$ cat src/rtl/e203_exu_oitf_trk.sv
// Outstanding instruction track FIFO: records long-pipe instructions at dispatch,
// presents the oldest entry for writeback and flags rd hazards against dispatch.
module e203_exu_oitf_trk #(
    parameter int OITF_DEPTH = 2,
    parameter int PTR_W      = 1
) (
    input  logic             clk,
    input  logic             rst_n,
    input  logic             dis_ena,
    output logic             dis_ready,
    output logic [PTR_W-1:0] dis_ptr,
    input  logic             ret_ena,
    output logic [PTR_W-1:0] ret_ptr,
    output logic [4:0]       ret_rdidx,
    output logic             ret_rdwen,
    output logic             ret_rdfpu,
    output logic [31:0]      ret_pc,
    output logic             oitf_empty,
    input  logic             disp_i_rs1en,
    input  logic             disp_i_rs2en,
    input  logic             disp_i_rs3en,
    input  logic             disp_i_rdwen,
    input  logic             disp_i_rs1fpu,
    input  logic             disp_i_rs2fpu,
    input  logic             disp_i_rs3fpu,
    input  logic             disp_i_rdfpu,
    input  logic [4:0]       disp_i_rs1idx,
    input  logic [4:0]       disp_i_rs2idx,
    input  logic [4:0]       disp_i_rs3idx,
    input  logic [4:0]       disp_i_rdidx,
    input  logic [31:0]      disp_i_pc,
    output logic             oitfrd_match_disprs1,
    output logic             oitfrd_match_disprs2,
    output logic             oitfrd_match_disprs3,
    output logic             oitfrd_match_disprd
);

    localparam logic [PTR_W-1:0] PTR_LAST = PTR_W'(OITF_DEPTH - 1);
    localparam logic [PTR_W-1:0] PTR_ONE  = PTR_W'(1);

    logic [PTR_W-1:0]      wptr_r, rptr_r, wptr_nxt_s, rptr_nxt_s;
    logic                  wflg_r, rflg_r, wflg_nxt_s, rflg_nxt_s;
    logic [OITF_DEPTH-1:0] vld_r, rdwen_r, rdfpu_r, live_s;
    logic [4:0]            rdidx_r [OITF_DEPTH];
    logic [31:0]           pc_r    [OITF_DEPTH];
    logic                  empty_s, full_s, push_s, pop_s;
    logic [OITF_DEPTH-1:0] rs1_hit_s, rs2_hit_s, rs3_hit_s, rd_hit_s;

    // Gating relies only on registered pointer state, so enables never reach outputs.
    assign empty_s = (wptr_r == rptr_r) & (wflg_r == rflg_r);
    assign full_s  = (wptr_r == rptr_r) & (wflg_r != rflg_r);
    assign push_s  = dis_ena & ~full_s;
    assign pop_s   = ret_ena & ~empty_s;

    // Next pointer values with wrap-flag toggle on rollover.
    always_comb begin
        wptr_nxt_s = wptr_r;
        wflg_nxt_s = wflg_r;
        rptr_nxt_s = rptr_r;
        rflg_nxt_s = rflg_r;
        if (push_s) begin
            if (wptr_r == PTR_LAST) begin
                wptr_nxt_s = '0;
                wflg_nxt_s = ~wflg_r;
            end else begin
                wptr_nxt_s = wptr_r + PTR_ONE;
            end
        end else begin
            wptr_nxt_s = wptr_r;
        end
        if (pop_s) begin
            if (rptr_r == PTR_LAST) begin
                rptr_nxt_s = '0;
                rflg_nxt_s = ~rflg_r;
            end else begin
                rptr_nxt_s = rptr_r + PTR_ONE;
            end
        end else begin
            rptr_nxt_s = rptr_r;
        end
    end

    // Pointer and wrap-flag registers.
    always_ff @(posedge clk or negedge rst_n) begin
        if (!rst_n) begin
            wptr_r <= '0;
            rptr_r <= '0;
            wflg_r <= 1'b0;
            rflg_r <= 1'b0;
        end else begin
            wptr_r <= wptr_nxt_s;
            rptr_r <= rptr_nxt_s;
            wflg_r <= wflg_nxt_s;
            rflg_r <= rflg_nxt_s;
        end
    end

    // Entry storage; push and pop never target the same slot in one cycle.
    always_ff @(posedge clk or negedge rst_n) begin
        if (!rst_n) begin
            vld_r   <= '0;
            rdwen_r <= '0;
            rdfpu_r <= '0;
            for (int i = 0; i < OITF_DEPTH; i++) begin
                rdidx_r[i] <= 5'd0;
                pc_r[i]    <= 32'd0;
            end
        end else begin
            if (pop_s) begin
                vld_r[rptr_r] <= 1'b0;
            end
            if (push_s) begin
                vld_r[wptr_r]   <= 1'b1;
                rdwen_r[wptr_r] <= disp_i_rdwen;
                rdfpu_r[wptr_r] <= disp_i_rdfpu;
                rdidx_r[wptr_r] <= disp_i_rdidx;
                pc_r[wptr_r]    <= disp_i_pc;
            end
        end
    end

    assign live_s = vld_r & rdwen_r;

    // Per-entry hazard comparison against each dispatched operand.
    always_comb begin
        rs1_hit_s = '0;
        rs2_hit_s = '0;
        rs3_hit_s = '0;
        rd_hit_s  = '0;
        for (int i = 0; i < OITF_DEPTH; i++) begin
            rs1_hit_s[i] = live_s[i] & (rdidx_r[i] == disp_i_rs1idx) & (rdfpu_r[i] == disp_i_rs1fpu);
            rs2_hit_s[i] = live_s[i] & (rdidx_r[i] == disp_i_rs2idx) & (rdfpu_r[i] == disp_i_rs2fpu);
            rs3_hit_s[i] = live_s[i] & (rdidx_r[i] == disp_i_rs3idx) & (rdfpu_r[i] == disp_i_rs3fpu);
            rd_hit_s[i]  = live_s[i] & (rdidx_r[i] == disp_i_rdidx)  & (rdfpu_r[i] == disp_i_rdfpu);
        end
    end

    assign oitfrd_match_disprs1 = disp_i_rs1en & (|rs1_hit_s);
    assign oitfrd_match_disprs2 = disp_i_rs2en & (|rs2_hit_s);
    assign oitfrd_match_disprs3 = disp_i_rs3en & (|rs3_hit_s);
    assign oitfrd_match_disprd  = disp_i_rdwen & (|rd_hit_s);

    assign dis_ready  = ~full_s;
    assign oitf_empty = empty_s;
    assign dis_ptr    = wptr_r;
    assign ret_ptr    = rptr_r;
    assign ret_rdidx  = rdidx_r[rptr_r];
    assign ret_rdwen  = rdwen_r[rptr_r];
    assign ret_rdfpu  = rdfpu_r[rptr_r];
    assign ret_pc     = pc_r[rptr_r];

endmodule

$ cat config.mk
export PLATFORM = sky130hd
export DESIGN_NAME = e203_exu_oitf_trk
export DESIGN_NICKNAME = d
export VERILOG_FILES = /design/src/rtl/e203_exu_oitf_trk.sv
export SDC_FILE = /design/constraint.sdc
export NUM_CORES = 1
export LEC_CHECK = 0
export BUFFER_PORTS_ARGS = -buffer_cell sky130_fd_sc_hd__buf_2
export CORE_MARGIN = 2
export CORE_UTILIZATION = 54
export CTS_BUF_LIST = sky130_fd_sc_hd__clkbuf_2
export DETAILED_ROUTE_END_ITERATION = 7
export PLACE_DENSITY = 0.81
export SETUP_SLACK_MARGIN = 0.02
export SYNTH_ARGS = -nofsm -noshare
export SYNTH_HDL_FRONTEND = slang
export SYNTH_SLANG_ARGS = --single-unit
$ cat constraint.sdc
create_clock -name clk -period 2.3 [get_ports clk]
set_clock_uncertainty 0.2 [all_clocks]
set_input_delay 0.115 -clock clk [delete_from_list [all_inputs] [get_ports clk]]
set_output_delay 0.115 -clock clk [all_outputs]
set_load 0.01 [all_outputs]
Word-level counts from Yosys, hierarchy flattened
Cells that the tools add are included.
{"block": "word_totals", "regBits": 84, "out_inout_bits": 47}
{"block": "op_classes", "n_addsub": 2, "magnitude_cmp": 7, "eq_ne": 19, "n_mux": 26, "n_bitwise": 34, "n_reduce_logical": 9}
{"operator": "$mux 32", "count": 4}
{"operator": "$bwmux 64", "count": 1}
{"operator": "$eq 5x5->1", "count": 8}
{"operator": "$demux 32 s1", "count": 1}
{"operator": "$and 1x1->1", "count": 24}
{"operator": "$mux 5", "count": 4}
{"operator": "$bwmux 10", "count": 1}
{"operator": "$eq 1x1->1", "count": 10}
{"operator": "$mux 1", "count": 8}
{"operator": "$reduce_or 2->1", "count": 4}
{"operator": "$demux 5 s1", "count": 1}
{"operator": "$and 2x2->2", "count": 2}
{"operator": "$bwmux 2", "count": 2}
{"operator": "$ge 2x2->1 const B", "count": 2}
{"operator": "$lt 1x2->1 const B", "count": 2}
{"operator": "$mux 2", "count": 2}
{"operator": "$not 1->1", "count": 4}
{"operator": "$not 1->2", "count": 2}
{"operator": "$reduce_and 2->1", "count": 2}
{"operator": "$logic_and 1x1->1", "count": 3}
{"operator": "$add 1x1->1 const B", "count": 2}
{"operator": "$demux 1 s1", "count": 2}
{"operator": "$ge 1x1->1 const B", "count": 2}
{"operator": "$lt 2x1->1 const B", "count": 1}
{"operator": "other kinds (3)", "count": 3}

Logic depth before layout (Yosys ltp)
{"block": "depth", "word_depth": 9, "mapped_depth": 6}

Least setup slack after synthesis
OpenSTA, ideal clock, no wires.
{"block": "synth_path", "path_type": "register to register", "startpoint": "register rptr_r (netlist: ret_ptr)", "endpoint": "register pc_r[0] in the netlist's numbering", "arrival_ns": 1.718, "required_time_ns": 1.975, "path_slack_ns": 0.256, "path_stages_with_launch": 7, "n_path_buf": 2, "path_cell_list": "dfrtp_1 buf_2 xor2_1 or2b_2 nand3_4 buf_6 mux2_4"}
{"block": "synth_via", "elab_chain_len": 4}
{"item": "from (decl)", "line": "41", "source": "logic [PTR_W-1:0] wptr_r, rptr_r, wptr_nxt_s, rptr_nxt_s;"}
{"item": "from (signal assigned)", "line": "92", "source": "rptr_r <= rptr_nxt_s;"}
{"item": "$eq 1x1->1", "line": "51", "source": "assign full_s = (wptr_r == rptr_r) & (wflg_r != rflg_r);"}
{"item": "$and 1x1->1", "line": "51"}
{"item": "$not 1->1"}
{"item": "net dis_ready", "line": "10", "source": "output logic dis_ready,"}
{"item": "$and 1x1->1", "line": "52", "source": "assign push_s = dis_ena & ~full_s;"}
{"item": "to (signal, indexed assignment)", "line": "117", "source": "pc_r[wptr_r] <= disp_i_pc;"}
{"item": "to (decl)", "line": "45", "source": "logic [31:0] pc_r [OITF_DEPTH];"}
The timed path passes the listed nets, and every way through them passes these cells.
A chain may end at the register's enable or synchronous reset.

Worst setup path in the final report
{"block": "layout_path", "startpoint": "register rdidx_r[5] in the netlist's numbering", "endpoint": "output oitfrd_match_disprs3"}
{"block": "layout_via", "elab_chain_len": 5}
{"item": "from (decl)", "line": "44", "source": "logic [4:0] rdidx_r [OITF_DEPTH];"}
{"item": "from (signal, indexed assignment)", "line": "116", "source": "rdidx_r[wptr_r] <= disp_i_rdidx;"}
{"item": "$eq 5x5->1", "line": "133", "source": "rs3_hit_s[i] = live_s[i] & (rdidx_r[i] == disp_i_rs3idx) & (rdfpu_r[i] == disp_i_rs3fpu);"}
{"item": "$and 1x1->1 (2 in a row)", "line": "133"}
{"item": "$reduce_or 2->1", "line": "140", "source": "assign oitfrd_match_disprs3 = disp_i_rs3en & (|rs3_hit_s);"}
{"item": "$and 1x1->1", "line": "140"}
{"item": "to (decl)", "line": "34", "source": "output logic oitfrd_match_disprs3,"}
Every way passes these cells.

==> impl_metrics.tcl <==
set metrics [dict create \
    totalWireLength_microns 10260 \
    cts-root-buf "clkbuf_2" \
    fin_cells 588 \
    seqPwrFrac_pct 33.6 \
    path_buf_inv 2 \
    setup_viol 1 \
    io_pins 111 \
    die_x_microns 94.38 \
    clk_latency_ps 520 \
    gp_congestion 0.7979 \
    max-vdd-ir-drop_v 0.0009495 \
    grt_antenna_before_repair 0 \
    power.density_nw_per_um2 1456 \
    slew_headroom_pct 48.53 \
    post-route-util_pct 75.54 \
    grt.overflow.total 0 \
    worst_pin_slew_ps 772.1 \
    layout-drive-gt1-share_pct 60.49 \
    diodes 0 \
    synth_area_sq_um 4410 \
    postSynthCellCount 313 \
    fin_area_sq_um 5898 \
    finalMaxSlewViolations 0 \
    crit_slowest_cell "dfrtp_2" \
    hold_path_class "in -> reg" \
    syn_area_per_cell_sq_um 14.09 \
    p_clk_share_pct 10.4 \
    ys_ff_latch 84 \
    synthArstFlopShare_pct 100.0 \
    cts_buffer_depth 2 \
    cts_inserted_buffers 9 \
    io_buffers 110 \
    clk_pin_slew_worst_paths_ps 260 \
    start_kind "flop" \
    grt_max_degree 61 \
    synth_edf_count 0 \
    first_iter_violations 100 \
    min_period_ps 2320 \
    ant_nets 0 \
    p_comb_share_pct 56.0 \
    grt_setup_unrepaired "true" \
    nets 545 \
    cts-htree-levels 3 \
    crit_type "reg -> out" \
    cap_violations 0 \
    area_growth_pct 33.73 \
    synth_warnings 0 \
    synth.most_common_cell "dfrtp_1" \
    synthTopCellsByCount "84 x dfrtp_1, 76 x mux2_2, 38 x mux2_4, 28 x xnor2_1, 26 x xor2_1" \
    synth.top_cell.area_share_pct 47.66 \
    leakagePower_nw 2.756 \
    drt-pass1-iter-count 4 \
    grt_pass1_vias 3259 \
    violations "setup timing" \
    cts_sinks 84 \
    finalCritPeriodShare_pct 100.9 \
    wire_per_inst_microns 17.44 \
    worstPathRequired_ps 1990 \
    synthFlopType "dfrtp_1" \
    setup_ws_ps -19.90 \
    fp-row-count 32 \
    path_delay_family "flip-flops" \
    yosys.cell_types.count 20 \
    tritoncts "yes" \
    ys_seq_area_share_pct 47.66 \
    dp.cells 509 \
    vias 3062 \
    switching_share_pct 36.68 \
    fp.coreArea_sq_um 7807 \
    die_h_microns 94.38 \
    dieArea_sq_um 8907 \
    post-dp-hpwl_microns 6477 \
    grt_pass1_wl_microns 16190 \
    fin_setup_tns_ps -19.90 \
    netlist_top_cells_area "dfrtp_1 48%, mux2_2 19%, mux2_4 13%, xnor2_1 5.6%, xor2_1 5.2%" \
    netSwitchingPower_w 0.003150 \
    max_freq_mhz 431.1 \
    worstSetupEndpointType "primary output" \
    outcome "complete, but fails checks" \
    grt_usage_pct 23.64 \
    path_cells "buf_6 > xor2_1 > nor4_2 > nand4_1 > a21boi_1 > buf_2" \
    slowest_delay_ps 510 \
    cp.arrival_ps 2000 \
    total_power_w 0.008586 \
    power.internal_w 0.005436 \
    route.detailed.drc 0 \
    yosysTopAreaCell "dfrtp_1" \
    dpl_cell_area_sq_um 5055 \
    hold_viol_final 0 \
    synthesis.nets 377 \
    cp_max_fo 5 \
    viasPerCell 5.207 \
    start_util_pct 56.49 \
]
power by group through the flow:
stage	logic [W]	clock network, W	registers [W]
after CTS	0.00459	0.000911	0.00285
after detailed placement	0.00428	0	0.00290
final	0.00481	0.000892	0.00289
after global routing	0.00515	0.000974	0.00298
after global placement	0.00416	0	0.00286
after floorplan	0.00345	0	0.00254
worst min-delay path: cells and delay by family:
family	cells	cell delay, ps
buf+inv	2	620
mux	1	130
through the flow:
| stage | setup slack [ps] | hold WS [ps] |
|---|---|---|
| floorplan | 256.4 | -380.6 |
| global placement | 221.6 | 26.65 |
| detailed placement | 195.5 | 33.69 |
| CTS | 2.482 | 105.2 |
| global route | -127.6 | 95.24 |
| finish | -19.90 | 143.4 |
final cells by class:
type	count	area (sq um)
clock buffer	9	45.04
clock inverter	7	98.84
fill	490	1909
multi-input combinational	204	2250
sequential	84	2115
tap	102	127.6
timing repair buffer	182	1262
kinds of logic after synthesis:
kind of cell,Yosys count,synth area share (%)
XOR/XNOR,54,10.72
multiplexers,117,33.11
flip-flops,84,47.66
AND/OR/NAND/NOR,26,3.915
AO/OA/AOI/OAI,7,1.078
buffers and inverters,25,3.518
placed cells by master, fill, tap and decap left out, types with 2 or more instances in the layout:
cell type,Yosys,routed
clkinvlp_4,0,2
mux2_2,76,76
buf_4,0,23
buf_2,1,109
buf_6,8,3
buf_12,0,4
xor2_2,0,4
nor4_2,0,5
mux2_4,38,38
dfrtp_1,84,74
a21boi_1,0,4
dfrtp_2,0,10
xor2_1,26,22
nand2_2,0,2
dlygate4sd3_1,0,43
nand2_1,6,4
o21ai_0,2,2
clkbuf_2,0,9
nor4_4,0,2
xnor2_1,28,28
nand4_1,8,8
mux2_1,3,3
bufinv_16,0,2
state kept, by name (all words and copies together), names as in the netlist:
name and count:
vld_r 2, rdfpu_r 2, dis_ptr 1, rdidx_r 10
pc_r 64, rdwen_r 2, rflg_r 1, wflg_r 1
ret_ptr 1
timing repair:
action | CTS | global route
resized for setup | 18 | 13
hold buffers | 43 | 0
endpoints found under the hold margin | 168 | 0
setup endpoints to repair | 43 | 19
pin swaps | 7 | 13
buffers inserted | 10 | 10
final timing paths:
path / startpoint / endpoint / slack, ps / depth (start not counted)
min in group asynchronous: rst_n / pc_r[27] / 560 / 3
worst max-delay path: rdidx_r[5] / oitfrd_match_disprs3 / -20 / 6
max in group asynchronous: rst_n / rdidx_r[8] / 670 / 4
worst min-delay path: disp_i_pc[29] / pc_r[29] / 140 / 3
worst max register to register: rflg_r / pc_r[43] / 170 / 5
worst min register to register: pc_r[34] / pc_r[34] / 330 / 1
layer usage:
layer	GRT usage [%]	vias up	part of all wire [%]
met5	0	-	0
met4	8.696	0	2.6
met3	3.911	26	4.9
met2	41.01	104	50
met1	29.93	1505	43
li1	-	1427	-
Note: power is estimated with default switching activity, not from simulation.
